<file path="src/rtl/axis_stream_fifo.sv">
// AXI-Stream FIFO: circular buffer with first-word fall-through output and an optional
// store-and-forward mode that holds words back until a complete packet is stored.
module axis_stream_fifo #(
    parameter int unsigned DATA_WIDTH  = 32,
    parameter int unsigned DEPTH       = 16,
    parameter int unsigned PACKET_MODE = 0
) (
    input  logic                        aclk,
    input  logic                        aresetn,
    input  logic [DATA_WIDTH-1:0]       s_axis_tdata,
    input  logic [DATA_WIDTH/8-1:0]     s_axis_tkeep,
    input  logic                        s_axis_tvalid,
    output logic                        s_axis_tready,
    input  logic                        s_axis_tlast,
    output logic [DATA_WIDTH-1:0]       m_axis_tdata,
    output logic [DATA_WIDTH/8-1:0]     m_axis_tkeep,
    output logic                        m_axis_tvalid,
    input  logic                        m_axis_tready,
    output logic                        m_axis_tlast,
    output logic [$clog2(DEPTH):0]      occupancy,
    output logic [$clog2(DEPTH):0]      pkt_count
);

    localparam int unsigned KeepWidth  = DATA_WIDTH / 8;
    localparam int unsigned AddrWidth  = $clog2(DEPTH);
    localparam int unsigned CountWidth = AddrWidth + 1;
    localparam int unsigned EntryWidth = DATA_WIDTH + KeepWidth + 1;

    logic [EntryWidth-1:0] mem_q [DEPTH];
    logic [AddrWidth-1:0]  wr_ptr_q, rd_ptr_q;
    logic [CountWidth-1:0] occupancy_q, occupancy_d;
    logic [CountWidth-1:0] pkt_count_q, pkt_count_d;
    logic                  release_q, release_d;

    logic [EntryWidth-1:0] rd_entry;
    logic                  push, pop, push_last, pop_last;
    logic                  full, not_empty, pkt_ready;

    assign rd_entry  = mem_q[rd_ptr_q];
    assign full      = (occupancy_q == CountWidth'(DEPTH));
    assign not_empty = (occupancy_q != '0);

    // Store-and-forward only presents data once a whole packet is in, or when an oversize
    // packet has filled the buffer and must be streamed out to avoid deadlock.
    assign pkt_ready = (PACKET_MODE == 0) || (pkt_count_q != '0) || release_q;

    assign s_axis_tready = aresetn && !full;
    assign m_axis_tvalid = aresetn && not_empty && pkt_ready;

    assign m_axis_tdata = rd_entry[EntryWidth-1 -: DATA_WIDTH];
    assign m_axis_tkeep = rd_entry[KeepWidth:1];
    assign m_axis_tlast = rd_entry[0];

    assign occupancy = occupancy_q;
    assign pkt_count = pkt_count_q;

    assign push      = s_axis_tvalid && s_axis_tready;
    assign pop       = m_axis_tvalid && m_axis_tready;
    assign push_last = push && s_axis_tlast;
    assign pop_last  = pop && rd_entry[0];

    always_comb begin
        occupancy_d = occupancy_q;
        unique case ({push, pop})
            2'b10:   occupancy_d = occupancy_q + CountWidth'(1);
            2'b01:   occupancy_d = occupancy_q - CountWidth'(1);
            default: occupancy_d = occupancy_q;
        endcase

        pkt_count_d = pkt_count_q;
        unique case ({push_last, pop_last})
            2'b10:   pkt_count_d = pkt_count_q + CountWidth'(1);
            2'b01:   pkt_count_d = pkt_count_q - CountWidth'(1);
            default: pkt_count_d = pkt_count_q;
        endcase

        release_d = release_q;
        if (pop_last) begin
            release_d = 1'b0;
        end else if ((PACKET_MODE != 0) && full && (pkt_count_q == '0)) begin
            release_d = 1'b1;
        end
    end

    always_ff @(posedge aclk) begin
        if (!aresetn) begin
            wr_ptr_q    <= '0;
            rd_ptr_q    <= '0;
            occupancy_q <= '0;
            pkt_count_q <= '0;
            release_q   <= 1'b0;
        end else begin
            if (push) wr_ptr_q <= wr_ptr_q + AddrWidth'(1);
            if (pop)  rd_ptr_q <= rd_ptr_q + AddrWidth'(1);
            occupancy_q <= occupancy_d;
            pkt_count_q <= pkt_count_d;
            release_q   <= release_d;
        end
    end

    // Storage is deliberately not reset; the pointers alone define what is valid.
    always_ff @(posedge aclk) begin
        if (push) begin
            mem_q[wr_ptr_q] <= {s_axis_tdata, s_axis_tkeep, s_axis_tlast};
        end
    end

endmodule
</file>
<file path="config.mk">
export PLATFORM = sky130hd
export DESIGN_NAME = axis_stream_fifo
export DESIGN_NICKNAME = d
export VERILOG_FILES = /design/src/rtl/axis_stream_fifo.sv
export SDC_FILE = /design/constraint.sdc
export NUM_CORES = 1
export LEC_CHECK = 0
export CORE_MARGIN = 4
export CORE_UTILIZATION = 60
export CTS_CLUSTER_SIZE = 40
export DETAILED_ROUTE_END_ITERATION = 6
export GPL_ROUTABILITY_DRIVEN = 1
export PLACE_DENSITY = 0.79
export SYNTH_ARGS = -nofsm -noshare
export SYNTH_HDL_FRONTEND = slang
export SYNTH_SLANG_ARGS = --single-unit
</file>
<file path="constraint.sdc">
create_clock -name aclk -period 8.31 [get_ports aclk]
set_input_delay 2.493 -clock aclk [delete_from_list [all_inputs] [get_ports aclk]]
set_output_delay 2.493 -clock aclk [all_outputs]
set_load 0.005 [all_outputs]
</file>
==> impl_metrics.yaml, run 1 <==
critical_path:
  timing.setup.critical_path_class: "primary input to primary output"
  critical_path_arrival_ns: 4.14
  ff2ff_setup_slack_ns: 5.05
  timing.rr.end: "pkt_count[4]$_SDFFE_PN0P_"
  slowest_stage: "sky130_fd_sc_hd__clkdlybuf4s50_1"
  end_kind: "primary output"
  cp_cell_sequence: "clkdlybuf4s50_1 -> clkinv_1 -> a21oi_1 -> clkdlybuf4s50_1"
  worst_r2r_path_depth: 10
  slowest_delay_ns: 0.75
  crit_fanout: 14
  worst_setup_path_start_kind: "primary input"
  startpoint: "aresetn"
  required_ns: 5.82
  critical_path.most_common_cell: "sky130_fd_sc_hd__clkdlybuf4s50_1"
clock_network:
  tritoncts: "done"
  cts-hold-fix-buffers: 0
  cts_sinks: 614
  htreeDepth: 2
  clock_tree.root_cell: "sky130_fd_sc_hd__clkbuf_16"
  cts_buffer_depth: 3
  ctsResizeCount: 0
  cts.repair_timing.setup_buffer_count: 0
  clk_pin_slew_ns: 0.06
  cts_buffer_count: 58
  worstSkewPairLatency_ns: 0.60
min_path:
  min_delay_path_depth: 2
  hp-start: "rd_ptr_q[3]$_SDFFE_PN0P_"
  hold_class: "register to register"
routing:
  via_count: 11100
  detail_route.first_pass.iterations: 5
  post-route-drc-count: 0
  wl_per_cell_um: 26.7
  drtAntennaViolNets: 0
  detail_route.iter0.violations: 1115
  drt-vias-per-instance: 6.30
  finalWirelength_mm: 46.8
sta:
  maxSlewViolCount: 0
  report.final.hold_viol_count: 0
  timing.max_slew.rel_slack: 0.286
  max_clock_freq_mhz: 151
  worst_pin_slew_ns: 1.07
  grt_setup_unrepaired: "false"
  setup_viol: 0
  post-route-min-period_ns: 6.64
  final.setup_skew_ns: 0.0285
  share_of_the_clock_period_used_by_the_worst_path: 0.799
  finalSetupTns_ns: 0
logic_synthesis:
  synth-main-ff-cell: "sky130_fd_sc_hd__edfxtp_1"
  synth.lib_cells_used.distinct: 43
  syn_nets: 1130
  synth_cells: 1074
  syn_area_per_cell_um2: 21.8
  seq_area_frac_synth: 0.778
  syn-cell-area_um2: 23400
  ys_ff_latch: 614
  asyncSetResetFlopFracSynth: 0
  synth_area_leader_cell: "sky130_fd_sc_hd__edfxtp_1"
  post_synth_main_area_contributors: "sky130_fd_sc_hd__edfxtp_1, sky130_fd_sc_hd__mux4_2, sky130_fd_sc_hd__a22oi_1"
  synth_enable_flop_cells: 592
  yosys.area.top_type_share: 0.759
  yosysWarnings: 0
die:
  boundaryPins: 90
  chipWidth_um: 206
  die_height_um: 206
  fp-row-count: 72
  core_um2: 38600
  floorplan.initialDensity: 0.606
  design.die.area_um2: 42300
power:
  p_leak_nw: 8.34
  max-vdd-ir-drop_v: 0.000190
  combinationalPowerShare: 0.061
  totalPowerFinal_mw: 6.26
  switching_power_share_of_the_total: 0.208
  intPower_mw: 4.96
  seqPwrFrac: 0.551
  power_density_over_the_cells_nw_per_um2: 234
  p_switching_mw: 1.30
  power.share.clock: 0.388
placement:
  detailed_place_hpwl_mm: 24.8
  port_buffers: 89
  gp_congestion: 0.742
finish:
  fin_nets: 1250
  layout-area-overhead-vs-synth_pct: 14.4
  antenna_cells_inserted: 0
  layout-drive-gt1-share: 0.224
  final_core_utilization: 0.693
global_route:
  grt_use_total: 0.228
  grt_antenna_before_repair: 1
  number_of_global_route_vias_before_repair: 11800
  grt_max_degree: 82
  grt_first_pass_wirelength_mm: 71.9
  globalRoute.totalOverflow: 0
status:
  outcome: "finished clean"
flow_run:
  drv.max_cap_violation_count: 0
## sequential cells by signal, summed over array words and instances, names as in the netlist, named ones only
name       cells
pkt_count      5
rd_ptr_q       4
occupancy      5
wr_ptr_q       4
mem_q        592
## power by group through the flow
stage | sequential, mW | clock [mW] | combinational, mW
finish | 3.45 | 2.43 | 0.381
global route | 3.46 | 2.62 | 0.417
CTS | 3.46 | 2.46 | 0.388
detailed placement | 3.52 | 0 | 0.383
global placement | 3.52 | 0 | 0.376
floorplan | 3.50 | 0 | 0.245
## per-layer routing
layer	vias up	track usage	wire length, um
li1	4728	-	-
met1	5807	0.327	18700
met2	452	0.375	24000
met3	68	0.0433	3160
met4	2	0.0514	923
met5	-	0	7
## area by class of cell
| type | instances | area [um2] |
|---|---|---|
| sequential | 614 | 18200 |
| fill | 2288 | 11900 |
| multi-input combinational | 395 | 5030 |
| clock buffer | 69 | 1490 |
| timing repair buffer | 116 | 1130 |
| tap | 518 | 648 |
| clock inverter | 33 | 233 |
| inverter | 9 | 33.8 |
## worst max path at each step
stage,depth (start not counted),to,slack [ns]
finish,4,m_axis_tvalid,1.67
global route,4,m_axis_tvalid,1.56
CTS,4,m_axis_tvalid,1.66
detailed placement,4,m_axis_tvalid,1.66
global placement,4,m_axis_tvalid,1.72
floorplan,4,mem_q[3][0]$_DFFE_PP_,2.13
## synth_stat cells (4+ instances only)
master / number
sky130_fd_sc_hd__mux4_2: 144
sky130_fd_sc_hd__clkbuf_1: 29
sky130_fd_sc_hd__nand2_1: 53
sky130_fd_sc_hd__edfxtp_1: 592
sky130_fd_sc_hd__ha_1: 13
sky130_fd_sc_hd__buf_6: 4
sky130_fd_sc_hd__a22oi_1: 73
sky130_fd_sc_hd__inv_1: 8
sky130_fd_sc_hd__nor2_1: 33
sky130_fd_sc_hd__xnor2_1: 4
sky130_fd_sc_hd__nor3_1: 4
sky130_fd_sc_hd__buf_4: 7
sky130_fd_sc_hd__buf_2: 10
sky130_fd_sc_hd__a21oi_1: 12
sky130_fd_sc_hd__mux2i_1: 14
sky130_fd_sc_hd__buf_1: 6
sky130_fd_sc_hd__dfxtp_1: 22
sky130_fd_sc_hd__nand2b_1: 5
sky130_fd_sc_hd__nand3_1: 7
## worst max-delay path: cells and delay by family
family | cells | cell delay, ns
buf+inv | 3 | 1.48
compound gates | 1 | 0.17
## stage by stage
step | hold slack [ns] | setup WS [ns] | instance area [um2] | std cells
6_report | 0.494 | 1.67 | 26800 | 1754
5_1_grt | 0.512 | 1.56 | 26800 | 1754
4_1_cts | 0.499 | 1.66 | 26800 | 1754
3_5_place_dp | 0.488 | 1.66 | 25100 | 1652
3_3_place_gp | 0.468 | 1.72 | 25100 | 1652
2_1_floorplan | 0.450 | 2.13 | 23400 | 1074
## placed cells by master, fill, tap and decap left out, types with 3 or more instances in the layout
cell type,synthesis,final
sky130_fd_sc_hd__clkbuf_16,0,58
sky130_fd_sc_hd__clkbuf_1,29,11
sky130_fd_sc_hd__nor2_1,33,20
sky130_fd_sc_hd__nor2_4,0,13
sky130_fd_sc_hd__dfxtp_1,22,20
sky130_fd_sc_hd__mux4_2,144,144
sky130_fd_sc_hd__clkinv_2,0,12
sky130_fd_sc_hd__buf_4,7,24
sky130_fd_sc_hd__clkinvlp_4,0,3
sky130_fd_sc_hd__xnor2_1,4,4
sky130_fd_sc_hd__a22oi_1,73,73
sky130_fd_sc_hd__edfxtp_1,592,592
sky130_fd_sc_hd__nand3_1,7,7
sky130_fd_sc_hd__nand2_1,53,53
sky130_fd_sc_hd__mux2i_1,14,14
sky130_fd_sc_hd__xor2_1,3,3
sky130_fd_sc_hd__ha_1,13,13
sky130_fd_sc_hd__a21oi_1,12,12
sky130_fd_sc_hd__nand2b_1,5,5
sky130_fd_sc_hd__buf_12,0,3
sky130_fd_sc_hd__inv_1,8,8
sky130_fd_sc_hd__nor3_2,0,4
sky130_fd_sc_hd__clkinv_1,1,13
sky130_fd_sc_hd__clkdlybuf4s50_1,0,89
## cell families (layout without fill, tap and decap cells)
family | count (synthesis) | after routing | synth area share
buf+inv | 65 | 227 | 0.0134
xor+xnor | 7 | 7 | 0.00262
compound gates | 97 | 97 | 0.0300
simple gates | 117 | 117 | 0.0228
flops | 614 | 614 | 0.778
mux | 159 | 159 | 0.145
fa+ha+maj | 15 | 15 | 0.00865
Note: power is estimated with default switching activity, not from simulation.
==> run 2, diff against run 1 <==
--- a/config.mk
+++ b/config.mk
@@ -6,11 +6,11 @@
 export NUM_CORES = 1
 export LEC_CHECK = 0
 export CORE_MARGIN = 4
-export CORE_UTILIZATION = 60
+export CORE_UTILIZATION = 55
 export CTS_CLUSTER_SIZE = 40
 export DETAILED_ROUTE_END_ITERATION = 6
 export GPL_ROUTABILITY_DRIVEN = 1
-export PLACE_DENSITY = 0.79
+export PLACE_DENSITY = 0.76
 export SYNTH_ARGS = -nofsm -noshare
 export SYNTH_HDL_FRONTEND = slang
 export SYNTH_SLANG_ARGS = --single-unit
==> constraint.sdc (replaced) <==
create_clock -name aclk -period 6.05 [get_ports aclk]
set_input_delay 1.815 -clock aclk [delete_from_list [all_inputs] [get_ports aclk]]
set_output_delay 1.815 -clock aclk [all_outputs]
set_load 0.005 [all_outputs]
==> impl_metrics.yaml, run 2 (synthesis results as in run 1) <==
sta:
  setup_ws_ns: 0.721
  max_clock_freq_mhz: 188
  post-route-min-period_ns: 5.33
  setup_viol: 0
  maxSlewViolCount: 0
  share_of_the_clock_period_used_by_the_worst_path: 0.881
  report.final.hold_viol_count: 0
  timing.max_slew.rel_slack: 0.306
  worst_pin_slew_ns: 1.04
  grt_setup_unrepaired: "false"
  finalSetupTns_ns: 0
  final.setup_skew_ns: 0.0214
critical_path:
  timing.setup.critical_path_class: "primary input to primary output"
  slowest_delay_ns: 0.76
  critical_path.most_common_cell: "sky130_fd_sc_hd__clkdlybuf4s50_1"
  ff2ff_setup_slack_ns: 3.17
  slowest_stage: "sky130_fd_sc_hd__clkdlybuf4s50_1"
  worst_setup_path_start_kind: "primary input"
  required_ns: 4.24
  end_kind: "primary output"
  crit_family: "buffers and inverters"
  crit_fanout: 14
  critical_path_arrival_ns: 3.51
  cp_cell_sequence: "clkdlybuf4s50_1 -> clkinv_1 -> a21oi_1 -> clkdlybuf4s50_1"
  path_buf_inv: 3
routing:
  detail_route.iter0.violations: 1203
  wl_per_cell_um: 27.1
  detail_route.first_pass.iterations: 5
  drtAntennaViolNets: 0
  finalWirelength_mm: 48.4
  via_count: 11200
  drt-vias-per-instance: 6.25
  post-route-drc-count: 0
clock_network:
  cts_buffer_count: 58
  tritoncts: "done"
  ctsResizeCount: 0
  cts-hold-fix-buffers: 0
  cts_sinks: 614
  worstSkewPairLatency_ns: 0.61
  htreeDepth: 2
  clk_pin_slew_ns: 0.06
  cts_buffer_depth: 3
  cts.repair_timing.setup_buffer_count: 0
  clock_tree.root_cell: "sky130_fd_sc_hd__clkbuf_16"
finish:
  most_common_cell_after_layout_fill_and_taps_aside: "sky130_fd_sc_hd__edfxtp_1"
  design_area_um2: 27200
  layout-drive-gt1-share: 0.235
  mostFrequentLayoutCells: "sky130_fd_sc_hd__edfxtp_1, sky130_fd_sc_hd__mux4_2, sky130_fd_sc_hd__clkdlybuf4s50_1, sky130_fd_sc_hd__a22oi_1, sky130_fd_sc_hd__clkbuf_16"
  layout-area-overhead-vs-synth_pct: 16.1
  fin_cells: 1787
  final_core_utilization: 0.647
  top_register: "mem_q"
  largest_register_ff_count: 592
  fin_nets: 1255
global_route:
  global_route.usage.met1: 0.293
  grt_antenna_before_repair: 2
  number_of_global_route_vias_before_repair: 11800
  grt_max_degree: 105
  globalRoute.totalOverflow: 0
  grt_first_pass_wirelength_mm: 74.2
  grt_use_total: 0.214
  grt_busiest_layer: "met2"
  use_met2: 0.359
  global_route.usage.met3: 0.0366
power:
  p_leak_nw: 8.52
  power_density_over_the_cells_nw_per_um2: 331
  max-vdd-ir-drop_v: 0.000252
die:
  die_height_um: 214
  chipWidth_um: 214
  floorplan.initialDensity: 0.557
  core_um2: 42000
  fp-row-count: 75
  design.die.area_um2: 46000
  boundaryPins: 90
placement:
  place_ws_ns: 0.720
  detailed_place.area_um2: 25200
  dp_cells: 1678
  detailed_place_hpwl_mm: 26.4
  port_buffers: 89
  gp_congestion: 0.735
flow_run:
  drv.max_cap_violation_count: 0
status:
  outcome: "finished clean"
min_path:
  hold_class: "register to register"
## run 2: cell types whose count changed in the layout (fill, tap and decap cells not counted), sizes merged
cell / before / now
inv: 11 / 10
clkinvlp: 3 / 2
clkinv: 26 / 29
bufinv: 2 / 10
buf: 27 / 32
diode: 0 / 1
clkbuf: 69 / 66
## run 2: final timing paths
check / from / to / cells past startpoint
max: aresetn / s_axis_tready / 4
min: pkt_count[4]$_SDFFE_PN0P_ / pkt_count[4]$_SDFFE_PN0P_ / 2
max reg2reg: register / pkt_count[4]$_SDFFE_PN0P_ / 10
min reg2reg: pkt_count[4]$_SDFFE_PN0P_ / pkt_count[4]$_SDFFE_PN0P_ / 2
## run 2: through the flow
step	total power, mW	hold slack, ns
after detailed placement	5.37	0.481
after global placement	5.36	0.468
after CTS	9.08	0.490
after global routing	9.32	0.513
final	9.01	0.486
after floorplan	5.14	0.450
## run 2: routing by layer
| layer | wire length [um] | vias to the layer above |
|---|---|---|
| li1 | - | 4745 |
| met1 | 19000 | 5903 |
| met2 | 25000 | 421 |
| met3 | 3040 | 89 |
| met4 | 1260 | 2 |
| met5 | 13 | - |
## run 2: layout make-up
type                       instances  area (um2)
fill                            2707       14900
tap                              539         674
sequential                       614       18200
multi-input combinational        395        5030
clock buffer                      66        1500
timing repair buffer             121        1260
inverter                           9        33.8
antenna                            1        2.50
clock inverter                    42         465
## run 2: power breakdown
part / total [mW] / leakage, nW / internal, mW / switching [mW]
logic: 0.550 / 2.03 / 0.282 / 0.269
clock network: 3.73 / 0.971 / 2.21 / 1.52
registers: 4.73 / 5.51 / 4.70 / 0.0265
## run 2: worst register-to-register path, delay by kind of cell, from the launching register on
family                   cells  cell delay, ns
adder cells (fa/ha/maj)      2            0.63
multiplexers                 2            0.60
AO/OA/AOI/OAI                3            0.41
flip-flops                   1            0.68
AND/OR/NAND/NOR              3            0.49
==> run 3, diff against run 2 <==
--- a/config.mk
+++ b/config.mk
@@ -6,11 +6,11 @@
 export NUM_CORES = 1
 export LEC_CHECK = 0
 export CORE_MARGIN = 4
-export CORE_UTILIZATION = 55
+export CORE_UTILIZATION = 60
 export CTS_CLUSTER_SIZE = 40
 export DETAILED_ROUTE_END_ITERATION = 6
 export GPL_ROUTABILITY_DRIVEN = 1
-export PLACE_DENSITY = 0.76
+export PLACE_DENSITY = 0.79
 export SYNTH_ARGS = -nofsm -noshare
 export SYNTH_HDL_FRONTEND = slang
 export SYNTH_SLANG_ARGS = --single-unit
==> constraint.sdc (replaced) <==
create_clock -name aclk -period 6.8 [get_ports aclk]
set_input_delay 2.04 -clock aclk [delete_from_list [all_inputs] [get_ports aclk]]
set_output_delay 2.04 -clock aclk [all_outputs]
set_load 0.005 [all_outputs]
==> impl_metrics.yaml, run 3 (synthesis results as in run 1) <==
clock_network:
  cts_buffer_count: 58
  cts_buffer_depth: 3
  worstSkewPairLatency_ns: 0.61
  tritoncts: "done"
  ctsResizeCount: 0
  cts.repair_timing.setup_buffer_count: 0
  cts-hold-fix-buffers: 0
  clock_tree.root_cell: "sky130_fd_sc_hd__clkbuf_16"
  cts_sinks: 614
  htreeDepth: 2
  clk_pin_slew_ns: 0.06
critical_path:
  required_ns: 4.76
  slowest_delay_ns: 0.74
  crit_family: "buffers and inverters"
  critical_path.most_common_cell: "sky130_fd_sc_hd__clkdlybuf4s50_1"
  slowest_stage: "sky130_fd_sc_hd__clkdlybuf4s50_1"
  worst_setup_path_start_kind: "primary input"
  path_buf_inv: 3
  end_kind: "primary output"
  timing.setup.critical_path_class: "primary input to primary output"
  ff2ff_setup_slack_ns: 3.67
  cp_cell_sequence: "clkdlybuf4s50_1 -> clkinv_1 -> a21oi_1 -> clkdlybuf4s50_1"
  critical_path_arrival_ns: 3.66
  crit_fanout: 14
status:
  outcome: "finished clean"
routing:
  detail_route.first_pass.iterations: 5
  drt-vias-per-instance: 6.37
  finalWirelength_mm: 48.1
  drtAntennaViolNets: 0
  post-route-drc-count: 0
  via_count: 11200
  detail_route.iter0.violations: 1173
  wl_per_cell_um: 27.3
finish:
  multi_input_area_um2: 5030
  top_register: "mem_q"
  final_core_utilization: 0.698
  fin_nets: 1254
  fin_cells: 1764
  most_common_cell_after_layout_fill_and_taps_aside: "sky130_fd_sc_hd__edfxtp_1"
  seqCellArea_um2: 18200
  mostFrequentLayoutCells: "sky130_fd_sc_hd__edfxtp_1, sky130_fd_sc_hd__mux4_2, sky130_fd_sc_hd__clkdlybuf4s50_1, sky130_fd_sc_hd__a22oi_1, sky130_fd_sc_hd__clkbuf_16"
  antenna_cells_inserted: 0
  fillers: 2246
  layout-area-overhead-vs-synth_pct: 15.2
  layout-drive-gt1-share: 0.227
  largest_register_ff_count: 592
global_route:
  grt_use_total: 0.234
  grt_max_degree: 66
  globalRoute.totalOverflow: 0
  grt_antenna_before_repair: 1
  number_of_global_route_vias_before_repair: 11800
  grt_first_pass_wirelength_mm: 72.9
placement:
  gp_congestion: 0.747
  dp_cells: 1656
  port_buffers: 89
  detailed_place_hpwl_mm: 26.4
power:
  max-vdd-ir-drop_v: 0.000221
  switching_power_share_of_the_total: 0.204
  power_density_over_the_cells_nw_per_um2: 291
  p_switching_mw: 1.60
  seqPwrFrac: 0.537
  power.share.clock: 0.403
  combinationalPowerShare: 0.060
  intPower_mw: 6.25
  p_leak_nw: 8.44
sta:
  final.setup_skew_ns: 0.0150
  max_clock_freq_mhz: 176
  timing.max_slew.rel_slack: 0.302
  post-route-min-period_ns: 5.70
  setup_viol: 0
  finalSetupTns_ns: 0
  report.final.hold_viol_count: 0
  grt_setup_unrepaired: "false"
  maxSlewViolCount: 0
  worst_pin_slew_ns: 1.05
  share_of_the_clock_period_used_by_the_worst_path: 0.838
die:
  die_height_um: 206
  design.die.area_um2: 42300
  floorplan.initialDensity: 0.606
  core_um2: 38600
  boundaryPins: 90
  chipWidth_um: 206
  fp-row-count: 72
min_path:
  hold_class: "register to register"
flow_run:
  drv.max_cap_violation_count: 0
[run 3: cell count changes in the layout (fill, tap and decap cells not counted)]
| cell | before | now |
|---|---|---|
| sky130_fd_sc_hd__buf_12 | 10 | 5 |
| sky130_fd_sc_hd__buf_4 | 22 | 26 |
| sky130_fd_sc_hd__bufinv_16 | 10 | 5 |
| sky130_fd_sc_hd__clkbuf_1 | 7 | 14 |
| sky130_fd_sc_hd__clkbuf_8 | 0 | 4 |
| sky130_fd_sc_hd__clkinv_1 | 12 | 14 |
| sky130_fd_sc_hd__clkinv_2 | 16 | 9 |
| sky130_fd_sc_hd__clkinvlp_4 | 2 | 1 |
| sky130_fd_sc_hd__diode_2 | 1 | 0 |
[run 3: power by group through the flow]
stage | sequential, mW | combinational (mW) | clock [mW]
after floorplan | 4.28 | 0.300 | 0
after global placement | 4.30 | 0.462 | 0
after detailed placement | 4.30 | 0.473 | 0
after CTS | 4.22 | 0.478 | 3.21
after global routing | 4.22 | 0.509 | 3.38
final | 4.22 | 0.471 | 3.16
[run 3: cell type report]
| class | count | area share |
|---|---|---|
| clock buffer | 77 | 0.0587 |
| clock inverter | 31 | 0.0104 |
| inverter | 9 | 0.00125 |
| multi-input combinational | 395 | 0.186 |
| sequential | 614 | 0.675 |
| tap | 518 | 0.0240 |
| timing repair buffer | 120 | 0.0440 |
[run 3: worst reg2reg max path, delay by kind of cell, from the launching register on]
family	cells	cell delay, ns
flops	1	0.99
fa+ha+maj	2	0.67
simple gates	3	0.48
buf+inv	1	0.38
compound gates	3	0.36
mux	1	0.19
[run 3: worst paths after layout]
kind / from / end / cells past startpoint
worst max-delay path: aresetn / m_axis_tvalid / 4
worst min-delay path: pkt_count[4]$_SDFFE_PN0P_ / pkt_count[4]$_SDFFE_PN0P_ / 2
worst max register to register: register / pkt_count[4]$_SDFFE_PN0P_ / 10
worst min register to register: pkt_count[4]$_SDFFE_PN0P_ / pkt_count[4]$_SDFFE_PN0P_ / 2
[run 3: metal layers]
layer	global-route usage	wire length, um
met1	0.321	18900
met2	0.393	24800
met3	0.0408	3050
met4	0.0746	1380
met5	0	14
[run 3: through the flow]
step,hold slack (ns),setup slack (ns),total power [mW],instance area (um2)
6_report,0.492,1.10,7.85,27000
5_1_grt,0.533,0.860,8.12,27000
4_1_cts,0.493,1.02,7.91,27000
3_5_place_dp,0.482,1.09,4.77,25100
3_3_place_gp,0.467,1.11,4.76,25100
2_1_floorplan,0.450,1.08,4.58,23400
